**src/rtl/bru_pkg.sv**
```systemverilog
// Shared types and default sizing for the branch resolve unit.
// The entry struct is sized by the default widths below; the top-level
// width parameters are expected to keep these defaults.
package bru_pkg;

   localparam int unsigned DEF_INDEX_WIDTH = 6;
   localparam int unsigned DEF_ADDR_WIDTH  = 64;
   localparam int unsigned DEF_FIFO_DEPTH  = 4;

   // Resolve FSM: IDLE accepts resolves, REDIRECT waits for fetch to take the new PC.
   typedef enum logic [0:0] {
      ST_IDLE     = 1'b0,
      ST_REDIRECT = 1'b1
   } bru_state_e;

   // One in-flight prediction as recorded at fetch.
   typedef struct packed {
      logic                       taken;
      logic [DEF_INDEX_WIDTH-1:0] index;
      logic [DEF_ADDR_WIDTH-1:0]  target;
      logic [DEF_ADDR_WIDTH-1:0]  fallthrough;
   } bru_entry_t;

endpackage

```
**src/rtl/pred_fifo.sv**
```systemverilog
// In-order store of predicted branches awaiting resolution.
// Pointers are one bit wider than the address so full and empty are distinguishable.
module pred_fifo
   import bru_pkg::*;
#(
   parameter int unsigned DEPTH = DEF_FIFO_DEPTH
) (
   input  logic       i_clk,
   input  logic       i_arst,
   input  logic       i_push,
   input  logic       i_pop,
   input  logic       i_clear,
   input  bru_entry_t i_data,
   output bru_entry_t o_head,
   output logic       o_full,
   output logic       o_empty
);

   localparam int unsigned AW = (DEPTH > 1) ? $clog2(DEPTH) : 1;
   localparam int unsigned PW = AW + 1;

   logic [PW-1:0] wr_ptr_q, wr_ptr_d;
   logic [PW-1:0] rd_ptr_q, rd_ptr_d;
   bru_entry_t    mem_q [DEPTH];
   logic          do_push;
   logic          do_pop;

   assign o_empty = (wr_ptr_q == rd_ptr_q);
   assign o_full  = (wr_ptr_q[PW-1] != rd_ptr_q[PW-1]) &&
                    (wr_ptr_q[AW-1:0] == rd_ptr_q[AW-1:0]);
   assign o_head  = mem_q[rd_ptr_q[AW-1:0]];

   // Next pointer values: clear wins, otherwise advance on accepted push/pop.
   always_comb begin
      // NOTE: every signal gets a default at the top so no path leaves it unassigned (no latch).
      wr_ptr_d = wr_ptr_q;
      rd_ptr_d = rd_ptr_q;
      do_pop   = i_pop && !o_empty;
      // A full FIFO can still take a push when the head leaves in the same cycle.
      do_push  = i_push && (!o_full || do_pop);
      if (i_clear) begin
         wr_ptr_d = '0;
         rd_ptr_d = '0;
      end else begin
         if (do_push) wr_ptr_d = wr_ptr_q + PW'(1);
         if (do_pop)  rd_ptr_d = rd_ptr_q + PW'(1);
      end
   end

   // Pointer registers.
   always_ff @(posedge i_clk or posedge i_arst) begin
      // NOTE: sequential state uses non-blocking assignments so every flop samples pre-edge values.
      if (i_arst) begin
         wr_ptr_q <= '0;
         rd_ptr_q <= '0;
      end else begin
         wr_ptr_q <= wr_ptr_d;
         rd_ptr_q <= rd_ptr_d;
      end
   end

   // Entry storage write.
   // NOTE: storage has no reset; contents are only visible through valid pointers.
   always_ff @(posedge i_clk) begin
      if (do_push && !i_clear) mem_q[wr_ptr_q[AW-1:0]] <= i_data;
   end

endmodule

```
**src/rtl/branch_resolve_unit.sv**
```systemverilog
// Matches resolved branches against recorded predictions, trains the BHT,
// and requests a fetch redirect plus flush on a mispredict.
module branch_resolve_unit
   import bru_pkg::*;
#(
   parameter int unsigned INDEX_WIDTH = DEF_INDEX_WIDTH,
   parameter int unsigned ADDR_WIDTH  = DEF_ADDR_WIDTH,
   parameter int unsigned FIFO_DEPTH  = DEF_FIFO_DEPTH
) (
   input  logic                   i_clk,
   input  logic                   i_arst,
   input  logic                   i_pred_push,
   input  logic                   i_pred_taken,
   input  logic [INDEX_WIDTH-1:0] i_pred_index,
   input  logic [ADDR_WIDTH-1:0]  i_pred_target,
   input  logic [ADDR_WIDTH-1:0]  i_pred_fallthrough,
   output logic                   o_pred_full,
   input  logic                   i_resolve_valid,
   input  logic                   i_actual_taken,
   input  logic [ADDR_WIDTH-1:0]  i_actual_target,
   output logic                   o_bht_update,
   output logic                   o_branch_taken,
   output logic [INDEX_WIDTH-1:0] o_set_index_exec,
   output logic                   o_redirect_valid,
   output logic [ADDR_WIDTH-1:0]  o_redirect_pc,
   input  logic                   i_redirect_ready,
   output logic                   o_flush,
   output logic                   o_busy,
   output logic                   o_overflow,
   output logic                   o_underflow,
   output logic [31:0]            o_mispredict_count
);

   bru_state_e state_q, state_d;

   logic                   fifo_full, fifo_empty;
   bru_entry_t             head, push_entry;

   logic                   is_idle;
   logic                   resolve_acc;
   logic                   mispredict;
   logic                   push_ok;
   logic                   push_acc;
   logic                   overflow_evt;
   logic                   underflow_evt;

   logic                   update_q, update_d;
   logic                   taken_q, taken_d;
   logic [INDEX_WIDTH-1:0] index_q, index_d;
   logic                   flush_q, flush_d;
   logic [ADDR_WIDTH-1:0]  redirect_pc_q, redirect_pc_d;
   logic [31:0]            count_q, count_d;
   logic                   overflow_q, overflow_d;
   logic                   underflow_q, underflow_d;

   assign push_entry = '{taken:       i_pred_taken,
                         index:       i_pred_index,
                         target:      i_pred_target,
                         fallthrough: i_pred_fallthrough};

   pred_fifo #(
      .DEPTH (FIFO_DEPTH)
   ) u_pred_fifo (
      .i_clk   (i_clk),
      .i_arst  (i_arst),
      .i_push  (push_acc),
      .i_pop   (resolve_acc),
      .i_clear (mispredict),
      .i_data  (push_entry),
      .o_head  (head),
      .o_full  (fifo_full),
      .o_empty (fifo_empty)
   );

   // Classify this cycle's resolve and push; wrong-path pushes are silently dropped.
   always_comb begin
      is_idle       = (state_q == ST_IDLE);
      resolve_acc   = i_resolve_valid && is_idle && !fifo_empty;
      underflow_evt = i_resolve_valid && is_idle && fifo_empty;
      mispredict    = resolve_acc &&
                      ((head.taken != i_actual_taken) ||
                       (head.taken && i_actual_taken && (i_actual_target != head.target)));
      push_ok       = i_pred_push && is_idle && !mispredict;
      push_acc      = push_ok && (!fifo_full || resolve_acc);
      overflow_evt  = push_ok && fifo_full && !resolve_acc;
   end

   // State register.
   always_ff @(posedge i_clk or posedge i_arst) begin
      if (i_arst) state_q <= ST_IDLE;
      else        state_q <= state_d;
   end

   // Next state: enter REDIRECT on a mispredict, leave once fetch accepts.
   always_comb begin
      state_d = state_q;
      case (state_q)
         ST_IDLE:     if (mispredict)       state_d = ST_REDIRECT;
         ST_REDIRECT: if (i_redirect_ready) state_d = ST_IDLE;
         default:                           state_d = ST_IDLE;
      endcase
   end

   // State-decoded outputs: redirect request doubles as the execute stall.
   always_comb begin
      o_redirect_valid = (state_q == ST_REDIRECT);
      o_busy           = (state_q == ST_REDIRECT);
   end

   // Next values for the training strobe, redirect capture, counter and sticky flags.
   always_comb begin
      update_d      = resolve_acc;
      flush_d       = mispredict;
      taken_d       = taken_q;
      index_d       = index_q;
      redirect_pc_d = redirect_pc_q;
      count_d       = count_q;
      overflow_d    = overflow_q | overflow_evt;
      underflow_d   = underflow_q | underflow_evt;
      if (resolve_acc) begin
         taken_d = i_actual_taken;
         index_d = head.index;
      end
      if (mispredict) begin
         redirect_pc_d = i_actual_taken ? i_actual_target : head.fallthrough;
         count_d       = count_q + 32'd1;
      end
   end

   // Datapath registers.
   always_ff @(posedge i_clk or posedge i_arst) begin
      if (i_arst) begin
         update_q      <= 1'b0;
         taken_q       <= 1'b0;
         index_q       <= '0;
         flush_q       <= 1'b0;
         redirect_pc_q <= '0;
         count_q       <= '0;
         overflow_q    <= 1'b0;
         underflow_q   <= 1'b0;
      end else begin
         update_q      <= update_d;
         taken_q       <= taken_d;
         index_q       <= index_d;
         flush_q       <= flush_d;
         redirect_pc_q <= redirect_pc_d;
         count_q       <= count_d;
         overflow_q    <= overflow_d;
         underflow_q   <= underflow_d;
      end
   end

   assign o_pred_full        = fifo_full;
   assign o_bht_update       = update_q;
   assign o_branch_taken     = taken_q;
   assign o_set_index_exec   = index_q;
   assign o_flush            = flush_q;
   assign o_redirect_pc      = redirect_pc_q;
   assign o_mispredict_count = count_q;
   assign o_overflow         = overflow_q;
   assign o_underflow        = underflow_q;

endmodule
```
**config.mk**
```make
export PLATFORM = sky130hd
export DESIGN_NAME = branch_resolve_unit
export DESIGN_NICKNAME = d
export VERILOG_FILES = /design/src/rtl/bru_pkg.sv /design/src/rtl/pred_fifo.sv /design/src/rtl/branch_resolve_unit.sv
export SDC_FILE = /design/constraint.sdc
export NUM_CORES = 1
export LEC_CHECK = 0
export ABC_AREA = 0
export CAP_MARGIN = 15
export CORE_MARGIN = 1
export CORE_UTILIZATION = 25
export DETAILED_ROUTE_END_ITERATION = 6
export GPL_ROUTABILITY_DRIVEN = 0
export PLACE_DENSITY = 0.4
export SYNTH_ARGS = -nofsm -noshare
export SYNTH_HDL_FRONTEND = slang
export SYNTH_SLANG_ARGS = --single-unit
```
**constraint.sdc**
```tcl
create_clock -name i_clk -period 13.1 [get_ports i_clk]
set_input_delay 3.93 -clock i_clk [delete_from_list [all_inputs] [get_ports i_clk]]
set_output_delay 3.93 -clock i_clk [all_outputs]
set_load 0.01 [all_outputs]
```
* Yosys cells after proc, flatten, opt, wreduce, memory -nomap -nowiden *
Memory sizes are Yosys's and may differ from the RTL's.
Cells that the tools add are included.

storage, ports and cells
  register bits = 114
  bits in writable memories = 540
  output and inout port bits = 110
  memories = 1

cells by class
  add/sub/neg operators = 3
  eq/ne operators = 5
  muxes and demuxes = 10
  bitwise operators = 3
  reductions and logical operators = 24

memories
  memory             depth  width  rd ports  clocked after memory_dff  write ports  line             source
  u_pred_fifo.mem_q  4      135    1         0                         1            pred_fifo.sv:24  bru_entry_t mem_q [DEPTH];

operators with widths
  kind                   number
  $mux 64                1
  $ne 64x64->1           1
  $add 32x1->32 const B  1
  $logic_and 1x1->1      15
  $mux 3                 4
  $add 3x1->3 const B    2
  $logic_not 1->1        4
  $mux 1                 4
  $reduce_bool 2->1      2
  $eq 3x3->1             1
  $logic_or 1x1->1       3
  $eq 2x2->1             1
  $ne 1x1->1             2
  $or 1x1->1             2
  $pmux 1 s2             1
  $not 1->1              1

* Longest topological paths before layout *
An unclocked memory read counts as a cell.

  word-level depth = 12
  mapped depth = 13
  mapped depth without buffers = 8

* Cells and area by module *
From an unflattened synthesis, not the netlist that was laid out.

second synthesis, totals
  cell total of the unflattened synthesis = 1292
  area total of the unflattened synthesis = 25644.6 µm²

by module, submodules not included
  module               times used  cells each  area each (µm²)  seq. area each (µm²)
  pred_fifo            1           762         20078.0          16365.7
  branch_resolve_unit  1           530         5566.6           2702.6

* Least setup slack after synthesis *
Ideal clock, no wire load.

  path type = input to register
  start point = in i_actual_target[18]
  end point = mem u_pred_fifo.mem_q[3][0] (netlist name), enable pin
  library setup time = 0.630 ns
  data arrival time = 10.897 ns
  setup slack = 1.572 ns
  stages = 8
  buffers on the path = 2
  path through = xor2_1 nor4_1 nand4_1 nor4_2 o21ai_1 buf_2 buf_2 nor2_1

on the way
  cells in the longest elaborated chain, start to end = 11

ends and longest elaborated chain
  element                         line                                        source
  start: declaration              branch_resolve_unit.sv:20                   input logic [ADDR_WIDTH-1:0] i_actual_target,
  $ne 64x64->1 *                  branch_resolve_unit.sv:82                   (head.taken && i_actual_taken && (i_actual_target != head.target)));
  $logic_and 1x1->1 *             branch_resolve_unit.sv:82
  $logic_or 1x1->1 *              branch_resolve_unit.sv:81                   ((head.taken != i_actual_taken) ||
  $logic_and 1x1->1 *             branch_resolve_unit.sv:80                   mispredict = resolve_acc &&
  named net flush_d               branch_resolve_unit.sv:50                   logic flush_q, flush_d;
  $logic_not 1->1 *               pred_fifo.sv:65, branch_resolve_unit.sv:83
  $logic_and 1x1->1               branch_resolve_unit.sv:83                   push_ok = i_pred_push && is_idle && !mispredict;
  $logic_and 1x1->1               branch_resolve_unit.sv:84                   push_acc = push_ok && (!fifo_full || resolve_acc);
  $logic_and 1x1->1               pred_fifo.sv:40                             do_push = i_push && (!o_full || do_pop);
  $logic_and 1x1->1 *             pred_fifo.sv:65                             if (do_push && !i_clear) mem_q[wr_ptr_q[AW-1:0]] <= i_data;
  $mux 1 *                        pred_fifo.sv:65
  $mux 1 (not written as such) *  pred_fifo.sv:65
  end: declaration                pred_fifo.sv:24

The timed path passes the listed nets; every way through them passes the cells marked *.

* Worst setup path after layout *
  start point = in i_actual_target[50]
  end point = mem u_pred_fifo.mem_q[0][16] (netlist name), enable pin

on the way
  cells in the longest elaborated chain, start to end = 11

ends and longest elaborated chain
  element                         line
  $ne 64x64->1 *                  branch_resolve_unit.sv:82
  $logic_and 1x1->1 *             branch_resolve_unit.sv:82
  $logic_or 1x1->1 *              branch_resolve_unit.sv:81
  $logic_and 1x1->1 *             branch_resolve_unit.sv:80
  $logic_not 1->1 *               pred_fifo.sv:65, branch_resolve_unit.sv:83
  $logic_and 1x1->1               branch_resolve_unit.sv:83
  $logic_and 1x1->1               branch_resolve_unit.sv:84
  $logic_and 1x1->1               pred_fifo.sv:40
  $logic_and 1x1->1 *             pred_fifo.sv:65
  $mux 1 *                        pred_fifo.sv:65
  $mux 1 (not written as such) *  pred_fifo.sv:65

Mark *: on every way between the ends. The rest lies on a longest branch, timed or not.

==> summary.txt <==
Yosys
  • Post-synth top area cell: edfxtp_1
  • Synthesized instance count: 1275
  • Share of flip-flops with an asynchronous set or reset: between 10% and 20%
  • FF+latch count, synth: between 600 and 700
  • Synthesized area per cell: 19.8 sq um
  • Synth unique cells: 34
  • Top FF cell, synth: edfxtp_1
  • EDFF count, synth: 540
  • Post-Syn Area: ~25000 sq um
  • Post-Syn Nets: 1487
  • Register area share after synthesis: approximately three quarters
  • Yosys top cell area share: ~64%
  • Leading cell types by total area after synthesis: edfxtp_1 (64%), mux4_2 (12%), dfrtp_1 (11%)
  • Synth warnings: 0

Cells and area
  • Fill cells: between 9000 and 10000
  • Layout cells sized above 1: 16.7%
  • Area grow syn2layout: 29.0%
  • Non-Filler Instances: roughly 3000
  • NumNets Final: 1839

Timing
  • RSZ-0062 raised after global routing: no
  • Setup Viol. Count Final: 0
  • Hold Fails Final Rpt: 0
  • FMAX: between 100 and 150 MHz
  • Final Critical Period: 7.97 ns
  • Setup Skew: around 0.022 ns
  • Worst Tran Pin Value: approximately 1.0 ns
  • Fin crit share: about three fifths
  • Worst rel slew slack: 30.3%
  • Max-slew violations: 0
  • Setup TNS: 0 ns
  • Final hold slack: ~0.47 ns
  • Setup WS post-layout: roughly 5.1 ns

Detailed routing
  • Vias/cell: approximately 4.3
  • Drt first-iter violations: approximately 820
  • Routed WL: just over 70000 um
  • Routed length per instance: 24.0 um
  • Remaining DRCs: 0
  • Remaining antenna violation count after routing: 0
  • Drt pass-1 iters: 4
  • Via count: between 10000 and 15000

Setup path
  • Critical Path Start: i_actual_target[50]
  • WS Path Type: in -> reg
  • CP required: around 13 ns
  • Crit. End Element: flop
  • Worst r2r src: u_pred_fifo.rd_ptr_q[1]
  • Worst reg2reg setup slack: ~5.9 ns
  • Reg2Reg Depth: 12
  • Crit path max fanout: ~170
  • Worst path arrival time: between 8 and 9 ns
  • Startpoint Class: input port

Min path
  • Hold path startpoint: o_underflow
  • WHS Path Cells: 1
  • Hold Crit Class: reg -> reg

Global routing
  • Overall routing resource usage: between 10% and 20%
  • Vias in the first global route: 13676
  • Global route total overflow: 0
  • Largest net degree at the start of global routing: between 150 and 200
  • First-pass GRT wire length: 102000 um
  • Initial antenna violation count: 18

Clock tree
  • CTS tree: built
  • Post_cts resized: 0
  • Setup bufs post-CTS: 0
  • Worst-Skew Late Latency: 0.63 ns
  • Clock buffer depth: 3
  • Hold Buf Count CTS: 0
  • Clk slew on worst S/H paths: roughly 0.05 ns
  • TritonCTS Buffers: 79
  • H-tree levels: 3
  • CTS sink count: 654
  • Clk root buf: clkbuf_16

Floorplanning
  • Initial Util: approximately 25%
  • Chip height: about 320 um
  • Core area: between 100000 and 150000 sq um
  • Die width: 320 um
  • Row count: around 120
  • Die area: ~100000 sq um
  • Ports: roughly 320

Pwr
  • Maximum VDD drop: ~0.16 mV
  • Power density cells: between 200 and 250 nW/um^2
  • Leakage: ~11 nW

Placement
  • Final HPWL from detailed placement: 45500 um
  • PortBufs: 314
  • Cell Count Post-Placement: between 2000 and 3000
  • Place WS: 4.37 ns

Job
  • Max Cap Violations: 0

Status
  • Status: finished clean
[worst max-delay path: stages]
cell and delay, ns:
clkdlybuf4s50_1 0.46, xor2_1 0.27, nor4_1 0.77, nand4_1 0.20
nor4_2 0.49, o21ai_4 0.11, buf_12 0.28, nor2_1 0.29
and2_4 0.50, buf_12 0.51
[sequential cells by signal (all words and copies together) (netlist names)]
register	flops
o_branch_taken	1
o_overflow	1
o_set_index_exec	6
o_redirect_pc	64
o_busy	1
o_underflow	1
u_pred_fifo.wr_ptr_q	3
o_flush	1
u_pred_fifo.rd_ptr_q	3
o_mispredict_count	32
o_bht_update	1
u_pred_fifo.mem_q	540
[cells by family after synthesis]
| group | count (synthesis) | synth area share [%] |
|---|---|---|
| AO/OA/AOI/OAI | 71 | 1.46 |
| XOR/XNOR | 101 | 3.50 |
| adder cells (fa/ha/maj) | 7 | 0.346 |
| buffers and inverters | 71 | 1.29 |
| flip-flops | 654 | 75.4 |
| multiplexers | 208 | 14.9 |
| AND/OR/NAND/NOR | 163 | 3.10 |
[per-layer routing]
layer	share of wire, %	up-vias	track usage (%)	wire, um
met5	0.25	-	0	177
met4	2.0	28	3.88	1410
met3	5.5	101	3.58	3940
met2	49	322	23.0	34900
met1	44	6751	18.4	31500
li1	-	5790	-	-
[cells in the final DEF, fill, tap and decap left out, types with 7 or more instances in the layout]
master	netlist	routed
nand4_1	21	21
clkinv_2	0	7
clkbuf_1	21	25
ha_1	7	7
dfrtp_1	114	112
nand3_1	11	11
clkbuf_8	0	8
mux2i_1	65	65
mux2_2	7	7
inv_1	14	13
nor2_1	75	74
clkinv_1	0	9
and3_1	10	10
xnor2_1	33	33
a21oi_1	65	65
edfxtp_1	540	540
mux4_2	135	135
nor4_1	17	17
xor2_1	68	68
buf_4	2	9
bufinv_16	0	7
clkbuf_16	0	83
clkdlybuf4s50_1	0	313
nand2_1	18	18
[power by group]
group          switching, mW  total, mW  internal, mW
logic                  0.908       1.69         0.783
clock network          0.849       2.19          1.35
registers              0.169       2.87          2.71
total                   1.93       6.76          4.83
[synthesized netlist by cell type, types with 2 or more instances]
| cell | n |
|---|---|
| mux2i_1 | 65 |
| clkbuf_1 | 21 |
| nor2_1 | 75 |
| ha_1 | 7 |
| xnor2_1 | 33 |
| a21oi_1 | 65 |
| edfxtp_1 | 540 |
| mux4_2 | 135 |
| nand3_1 | 11 |
| inv_1 | 14 |
| dfrtp_1 | 114 |
| buf_6 | 3 |
| xor2_1 | 68 |
| buf_2 | 24 |
| and2_1 | 4 |
| buf_4 | 2 |
| and3_1 | 10 |
| nor3_1 | 2 |
| mux2_2 | 7 |
| a31o_2 | 2 |
| buf_1 | 7 |
| nor4_1 | 17 |
| nand4_1 | 21 |
| nand2_1 | 18 |
[metrics by stage]
| step | utilization, % | total power, mW | cell area [sq um] |
|---|---|---|---|
| after floorplan | - | 3.91 | 25300 |
| after global placement | 30.0 | 4.68 | 30000 |
| after detailed placement | 30.0 | 4.69 | 30000 |
| after CTS | 32.6 | 6.93 | 32600 |
| after global routing | 32.6 | 7.11 | 32600 |
| final | 32.6 | 6.76 | 32600 |
[final timing paths]
kind,endpoint
worst max-delay path,u_pred_fifo.mem_q[0][16]
min in group asynchronous,o_overflow
worst min-delay path,o_underflow
worst min register to register,o_underflow
max in group asynchronous,o_redirect_pc[16]
worst max register to register,u_pred_fifo.mem_q[0][16]
[area by class of cell]
class | count | area (sq um) | share of cell area, %
Sequential cell | 654 | 19100 | 58.5
Multi-Input combinational cell | 550 | 5940 | 18.2
Antenna cell | 1 | 2.50 | 0.00767
Clock buffer | 116 | 2280 | 6.99
Clock inverter | 31 | 345 | 1.06
Tap cell | 1298 | 1620 | 4.98
Timing Repair Buffer | 328 | 3310 | 10.1
Inverter | 14 | 57.6 | 0.176
Power figures use the tool's default switching activity.
